<file path="src/rtl/uart_cmd_frame_parser_pkg.sv">
// Shared constants for the UART command frame parser: header bytes, FSM states, error codes.
package uart_cmd_frame_parser_pkg;

    localparam logic [7:0] HDR0_BYTE = 8'h55;
    localparam logic [7:0] HDR1_BYTE = 8'hA5;

    typedef enum logic [2:0] {
        ST_HDR0 = 3'd0,
        ST_HDR1 = 3'd1,
        ST_CMD  = 3'd2,
        ST_ADDR = 3'd3,
        ST_LEN  = 3'd4,
        ST_DATA = 3'd5,
        ST_CSUM = 3'd6,
        ST_EMIT = 3'd7
    } state_t;

    localparam logic [1:0] ERR_CSUM    = 2'd0;
    localparam logic [1:0] ERR_LEN     = 2'd1;
    localparam logic [1:0] ERR_TIMEOUT = 2'd2;
    localparam logic [1:0] ERR_OVERRUN = 2'd3;

endpackage

</file>
<file path="src/rtl/uart_cmd_frame_parser_payload_buf.sv">
// Payload holding buffer: MAX_LEN x 8 register array, synchronous write, combinational read.
module uart_cmd_frame_parser_payload_buf #(
    parameter int MAX_LEN = 16,
    parameter int IW      = $clog2(MAX_LEN + 1)
) (
    input  logic          Clk,
    input  logic          i_we,
    input  logic [IW-1:0] i_widx,
    input  logic [7:0]    i_wdata,
    input  logic [IW-1:0] i_ridx,
    output logic [7:0]    o_rdata
);

    localparam int            AW   = (MAX_LEN > 1) ? $clog2(MAX_LEN) : 1;
    localparam logic [IW-1:0] LAST = IW'(MAX_LEN - 1);

    logic [7:0] r_mem [MAX_LEN];

    always_ff @(posedge Clk) begin
        if (i_we && (i_widx <= LAST)) begin
            r_mem[i_widx[AW-1:0]] <= i_wdata;
        end
    end

    // Out-of-range reads (index one past the last byte during the burst) return zero.
    assign o_rdata = (i_ridx <= LAST) ? r_mem[i_ridx[AW-1:0]] : 8'h00;

endmodule

</file>
<file path="src/rtl/uart_cmd_frame_parser.sv">
// Parses 55 A5 CMD ADDR LEN DATA.. CSUM frames from a UART byte stream and releases
// the checked payload as a burst of register writes.
module uart_cmd_frame_parser
    import uart_cmd_frame_parser_pkg::*;
#(
    parameter int MAX_LEN      = 16,
    parameter int TIMEOUT_CLKS = 50000
) (
    input  logic       Clk,
    input  logic       Rst,
    input  logic       Rx_Done,
    input  logic [7:0] data_byte,
    output logic       wr_en,
    output logic [7:0] wr_addr,
    output logic [7:0] wr_data,
    output logic [7:0] cmd,
    output logic       frame_done,
    output logic       frame_err,
    output logic [1:0] err_code,
    output logic       busy,
    output logic [2:0] dbg_state
);

    localparam int            IW        = $clog2(MAX_LEN + 1);
    localparam int            TW        = $clog2(TIMEOUT_CLKS);
    localparam logic [TW-1:0] TMO_LAST  = TW'(TIMEOUT_CLKS - 1);
    localparam logic [7:0]    MAX_LEN_B = 8'(MAX_LEN);

    state_t        r_state;
    logic [7:0]    r_sum;
    logic [7:0]    r_pend_cmd;
    logic [7:0]    r_addr;
    logic [7:0]    r_len;
    logic [IW-1:0] r_idx;
    logic [TW-1:0] r_tmo;
    logic          r_overrun;
    logic          r_wr_en;
    logic [7:0]    r_wr_addr;
    logic [7:0]    r_wr_data;
    logic [7:0]    r_cmd;
    logic          r_frame_done;
    logic          r_frame_err;
    logic [1:0]    r_err_code;

    logic          w_buf_we;
    logic [IW-1:0] w_rd_idx;
    logic [7:0]    w_rd_data;
    logic          w_in_frame;
    logic          w_last_emit;

    assign w_buf_we    = (r_state == ST_DATA) && Rx_Done;
    // During EMIT the byte for the next cycle is prefetched; entering EMIT reads byte 0.
    assign w_rd_idx    = (r_state == ST_EMIT) ? r_idx + 1'b1 : '0;
    assign w_in_frame  = (r_state != ST_HDR0) && (r_state != ST_EMIT);
    assign w_last_emit = (8'(r_idx) == r_len - 8'd1);

    uart_cmd_frame_parser_payload_buf #(
        .MAX_LEN (MAX_LEN),
        .IW      (IW)
    ) u_buf (
        .Clk     (Clk),
        .i_we    (w_buf_we),
        .i_widx  (r_idx),
        .i_wdata (data_byte),
        .i_ridx  (w_rd_idx),
        .o_rdata (w_rd_data)
    );

    always_ff @(posedge Clk or posedge Rst) begin
        if (Rst) begin
            r_state      <= ST_HDR0;
            r_sum        <= 8'h00;
            r_pend_cmd   <= 8'h00;
            r_addr       <= 8'h00;
            r_len        <= 8'h00;
            r_idx        <= '0;
            r_tmo        <= '0;
            r_overrun    <= 1'b0;
            r_wr_en      <= 1'b0;
            r_wr_addr    <= 8'h00;
            r_wr_data    <= 8'h00;
            r_cmd        <= 8'h00;
            r_frame_done <= 1'b0;
            r_frame_err  <= 1'b0;
            r_err_code   <= 2'd0;
        end else begin
            r_wr_en      <= 1'b0;
            r_frame_done <= 1'b0;
            r_frame_err  <= 1'b0;
            r_tmo        <= (w_in_frame && !Rx_Done) ? r_tmo + 1'b1 : '0;

            // A byte arriving on the terminal count keeps the frame alive.
            if (w_in_frame && (r_tmo == TMO_LAST) && !Rx_Done) begin
                r_frame_err <= 1'b1;
                r_err_code  <= ERR_TIMEOUT;
                r_state     <= ST_HDR0;
            end else begin
                case (r_state)
                    ST_HDR0: begin
                        if (Rx_Done && (data_byte == HDR0_BYTE)) r_state <= ST_HDR1;
                    end
                    ST_HDR1: begin
                        if (Rx_Done) begin
                            if (data_byte == HDR1_BYTE) begin
                                r_sum   <= 8'h00;
                                r_state <= ST_CMD;
                            end else if (data_byte != HDR0_BYTE) begin
                                r_state <= ST_HDR0;
                            end
                        end
                    end
                    ST_CMD: begin
                        if (Rx_Done) begin
                            r_pend_cmd <= data_byte;
                            r_sum      <= r_sum + data_byte;
                            r_state    <= ST_ADDR;
                        end
                    end
                    ST_ADDR: begin
                        if (Rx_Done) begin
                            r_addr  <= data_byte;
                            r_sum   <= r_sum + data_byte;
                            r_state <= ST_LEN;
                        end
                    end
                    ST_LEN: begin
                        if (Rx_Done) begin
                            r_len <= data_byte;
                            r_sum <= r_sum + data_byte;
                            r_idx <= '0;
                            if (data_byte > MAX_LEN_B) begin
                                r_frame_err <= 1'b1;
                                r_err_code  <= ERR_LEN;
                                r_state     <= ST_HDR0;
                            end else if (data_byte == 8'h00) begin
                                r_state <= ST_CSUM;
                            end else begin
                                r_state <= ST_DATA;
                            end
                        end
                    end
                    ST_DATA: begin
                        if (Rx_Done) begin
                            r_sum <= r_sum + data_byte;
                            if (w_last_emit) begin
                                r_idx   <= '0;
                                r_state <= ST_CSUM;
                            end else begin
                                r_idx <= r_idx + 1'b1;
                            end
                        end
                    end
                    ST_CSUM: begin
                        if (Rx_Done) begin
                            if (data_byte == r_sum) begin
                                r_cmd     <= r_pend_cmd;
                                r_overrun <= 1'b0;
                                if (r_len == 8'h00) begin
                                    r_frame_done <= 1'b1;
                                    r_state      <= ST_HDR0;
                                end else begin
                                    r_wr_en   <= 1'b1;
                                    r_wr_addr <= r_addr;
                                    r_wr_data <= w_rd_data;
                                    r_state   <= ST_EMIT;
                                end
                            end else begin
                                r_frame_err <= 1'b1;
                                r_err_code  <= ERR_CSUM;
                                r_state     <= ST_HDR0;
                            end
                        end
                    end
                    ST_EMIT: begin
                        // Bytes arriving mid-burst are dropped and reported when the burst ends.
                        r_overrun <= r_overrun | Rx_Done;
                        if (w_last_emit) begin
                            r_frame_done <= 1'b1;
                            if (r_overrun || Rx_Done) begin
                                r_frame_err <= 1'b1;
                                r_err_code  <= ERR_OVERRUN;
                            end
                            r_state <= ST_HDR0;
                        end else begin
                            r_idx     <= r_idx + 1'b1;
                            r_wr_en   <= 1'b1;
                            r_wr_addr <= r_addr + 8'(r_idx) + 8'd1;
                            r_wr_data <= w_rd_data;
                        end
                    end
                    default: r_state <= ST_HDR0;
                endcase
            end
        end
    end

    assign wr_en      = r_wr_en;
    assign wr_addr    = r_wr_addr;
    assign wr_data    = r_wr_data;
    assign cmd        = r_cmd;
    assign frame_done = r_frame_done;
    assign frame_err  = r_frame_err;
    assign err_code   = r_err_code;
    assign busy       = (r_state != ST_HDR0);
    assign dbg_state  = r_state;

endmodule

</file>
<file path="config.mk">
export PLATFORM = sky130hd
export DESIGN_NAME = uart_cmd_frame_parser
export DESIGN_NICKNAME = d
export VERILOG_FILES = /design/src/rtl/uart_cmd_frame_parser_pkg.sv /design/src/rtl/uart_cmd_frame_parser_payload_buf.sv /design/src/rtl/uart_cmd_frame_parser.sv
export SDC_FILE = /design/constraint.sdc
export NUM_CORES = 1
export LEC_CHECK = 0
export ABC_AREA = 1
export ABC_CLOCK_PERIOD_IN_PS = 6600
export CAP_MARGIN = 20
export CELL_PAD_IN_SITES_DETAIL_PLACEMENT = 2
export CELL_PAD_IN_SITES_GLOBAL_PLACEMENT = 2
export CORE_MARGIN = 5
export CORE_UTILIZATION = 41
export DETAILED_ROUTE_END_ITERATION = 12
export DONT_BUFFER_PORTS = 1
export GPL_TIMING_DRIVEN = 0
export HOLD_SLACK_MARGIN = 0.15
export PLACE_DENSITY_LB_ADDON = 0.1
export SLEW_MARGIN = 5
export SYNTH_ARGS = -nofsm -noshare
export SYNTH_HDL_FRONTEND = slang
export SYNTH_SLANG_ARGS = --single-unit
</file>
<file path="constraint.sdc">
create_clock -name Clk -period 6.6 [get_ports Clk]
set_clock_uncertainty 0.15 [all_clocks]
set_input_delay 1.32 -clock Clk [delete_from_list [all_inputs] [get_ports Clk]]
set_output_delay 1.32 -clock Clk [all_outputs]
set_load 0.005 [all_outputs]
</file>
==> reports/metrics.yaml <==
clock_tree:
  cts_sinks: 214
  clkTransAtPathRegs_ns: 0.06
  ctsHoldBuffers: 0
  clk_path_buf_depth: 3
  htreeDepth: 1
  cts_made_buffers: 24
  cts_root_buf: "clkbuf_16"
  clk-insertion-delay-late_ns: 0.53
  cts_tree: "done"
  postCtsSetupRepairBufs: 0
  cts_resized: 0
critical_path:
  arrival_ns: 3.46
  critPathRequiredTime_ns: 6.60
  worstPathMaxFanout: 8
  path_class: "flip-flop to flip-flop"
  path_cells: "ha_1 > inv_1 > nor2_1 > ha_1 > a21oi_1 > nor3_1 > nand2_1 > nor2_1"
  path_buf_inv: 1
  critPathSlowestCell: "nor2_1"
  critical-path-top-delay-family: "simple AND/OR/NAND/NOR gates"
  max_stage_delay_ns: 0.81
  start_kind: "flip-flop"
  critical_path.endpoint_type: "flip-flop"
placement:
  portBuffers: 0
  place.gp.congestion: 0.796
  place_hpwl_um: 23100
  place_inst: 1483
route:
  drtAntennaViolNets: 0
  initialDrtViolationCount: 424
  vias_per_cell: 5.41
  drc: 0
  wl_um: 33400
  vias: 8258
  drt-pass1-iter-count: 5
  wire_per_inst_um: 21.8
finish:
  n_antenna_cell: 0
  nets: 1216
  final_cell_mix: "nand2_1 (311), nand3_1 (142), inv_1 (140)"
  syn2layout_area_growth_pct: 11.7
  final_common_cell: "nand2_1"
  layout-drive-gt1-share_pct: 8.02
  fin_cells: 1527
sta:
  maxSlewHeadroom_pct: 34.5
  fmax_mhz: 289
  rsz0062_at_grt: "no"
  tightest_slew_ns: 0.980
  fin_crit_sh_pct: 52.5
  setup_viol: 0
  finalHoldViolCount: 0
  min_period_ns: 3.46
  final_max_slew_viol_count: 0
  tns_ns: 0
power:
  p_leak_nw: 5.31
  p_per_area_nw_per_um2: 247
  worst_ir_drop_vdd_uv: 167
  power_mw: 2.90
synthesis:
  syn-cell-area_um2: 10500
  ys_ff_latch: 214
  synth_top_area_cell: "edfxtp_1"
  yosys_warnings: 0
  async_reset_ff_share_pct: 40.2
  postSynthNetCount: 1187
  synth_top_area_share_pct: 36.7
  yosysSeqAreaShare_pct: 57.2
  synthCells: 1151
  synth_cell_type_count: 39
  yosys-top-cells-area: "edfxtp_1 (37%), dfrtp_1 (21%), nand2_1 (11%)"
  synth_ff_type: "edfxtp_1"
  synth_edf_count: 128
  synth_area_per_cell_um2: 9.11
floorplan:
  dieArea_um2: 28900
  die_y_um: 170
  start_util_pct: 41.6
  core_um2: 25200
  rows: 58
  die_w_um: 170
  io_pins: 44
global_route:
  grt_usage_pct: 23.5
  grt_max_degree: 53
  grt_pass1_vias: 9206
  grt_first_pass_wirelength_um: 53100
  grt_overflow: 0
  antenna_found_initial: 0
job:
  maxCapViolations: 0
status:
  status: "completed"
min_path:
  hp-class: "flip-flop to flip-flop"
synthesized netlist by cell type (6+ instances only):
cell type,n
inv_2,8
nor3_1,17
clkbuf_1,6
nand3_1,142
dfrtp_1,86
o22ai_1,6
a21oi_1,26
edfxtp_1,128
nand4_1,12
inv_1,141
o21ai_1,16
nand2_2,7
nand2_1,311
mux2i_1,12
buf_2,17
xor2_1,10
o21ai_0,41
buf_6,6
ha_1,23
nor2_1,96
layout make-up:
cell class,count,area (µm²)
fill,2774,13500
sequential,214,6000
multi-input combinational,755,3740
clock buffer,35,712
inverter,149,562
tap,330,413
buffer,33,205
clock inverter,8,51.3
timing repair buffer,3,40.0
final timing paths:
path,slack [ns],depth (start not counted),startpoint,endpoint
setup / recovery,3.14,8,r_idx[1],u_buf.r_mem[12][3]
hold / removal,0.33,1,r_tmo[0],r_tmo[0]
setup reg to reg,3.14,8,r_idx[1],u_buf.r_mem[12][3]
hold reg to reg,0.33,1,r_tmo[0],r_tmo[0]
max in group asynchronous,5.10,2,Rst,r_len[2]
min in group asynchronous,0.56,1,Rst,r_tmo[10]
layer usage:
layer / vias to the layer above / track usage, % / routed length, µm / share of wire, %
met5: - / 0 / 0 / 0
met4: 0 / 4.34 / 619 / 1.9
met3: 34 / 3.34 / 1350 / 4.1
met2: 154 / 42.4 / 17100 / 51
met1: 4216 / 30.5 / 14300 / 43
li1: 3854 / - / - / -
stage by stage:
step	cell area (µm²)	worst slack [ns]	hold WS (ns)	utilization, %
after floorplan	10500	2.91	0.283	-
after global placement	10900	1.69	0.303	43.3
after detailed placement	10900	2.90	0.316	43.5
after CTS	11700	3.10	0.323	46.5
after global routing	11700	2.92	0.368	46.5
final	11700	3.14	0.329	46.5
where the power goes:
| part | internal (mW) | switching [mW] |
|---|---|---|
| clock | 0.747 | 0.557 |
| sequential | 1.43 | 0.0166 |
| combinational | 0.0406 | 0.102 |
| total | 2.22 | 0.676 |
worst register-to-register path, delay by kind of cell (launching register included):
family / cells / cell delay (ns)
buffers and inverters: 1 / 0.17
AO/OA/AOI/OAI: 1 / 0.04
flip-flops: 1 / 0.56
adder cells (fa/ha/maj): 2 / 0.43
AND/OR/NAND/NOR: 4 / 1.74
registers in the layout, indices dropped and copies added, names as in the netlist:
register	cells
r_idx	5
r_addr	8
wr_addr	8
r_len	8
err_code	2
dbg_state	3
r_sum	8
cmd	8
r_tmo	16
u_buf.r_mem	128
wr_data	8
frame_err	1
frame_done	1
r_pend_cmd	8
wr_en	1
r_overrun	1
kinds of logic after synthesis:
kind of cell             synth area share, %
flip-flops                              57.2
adder cells (fa/ha/maj)                 3.13
AO/OA/AOI/OAI                           5.07
XOR/XNOR                                1.25
AND/OR/NAND/NOR                         24.9
buffers and inverters                   7.29
multiplexers                            1.15
(Power assumes the default switching activity.)
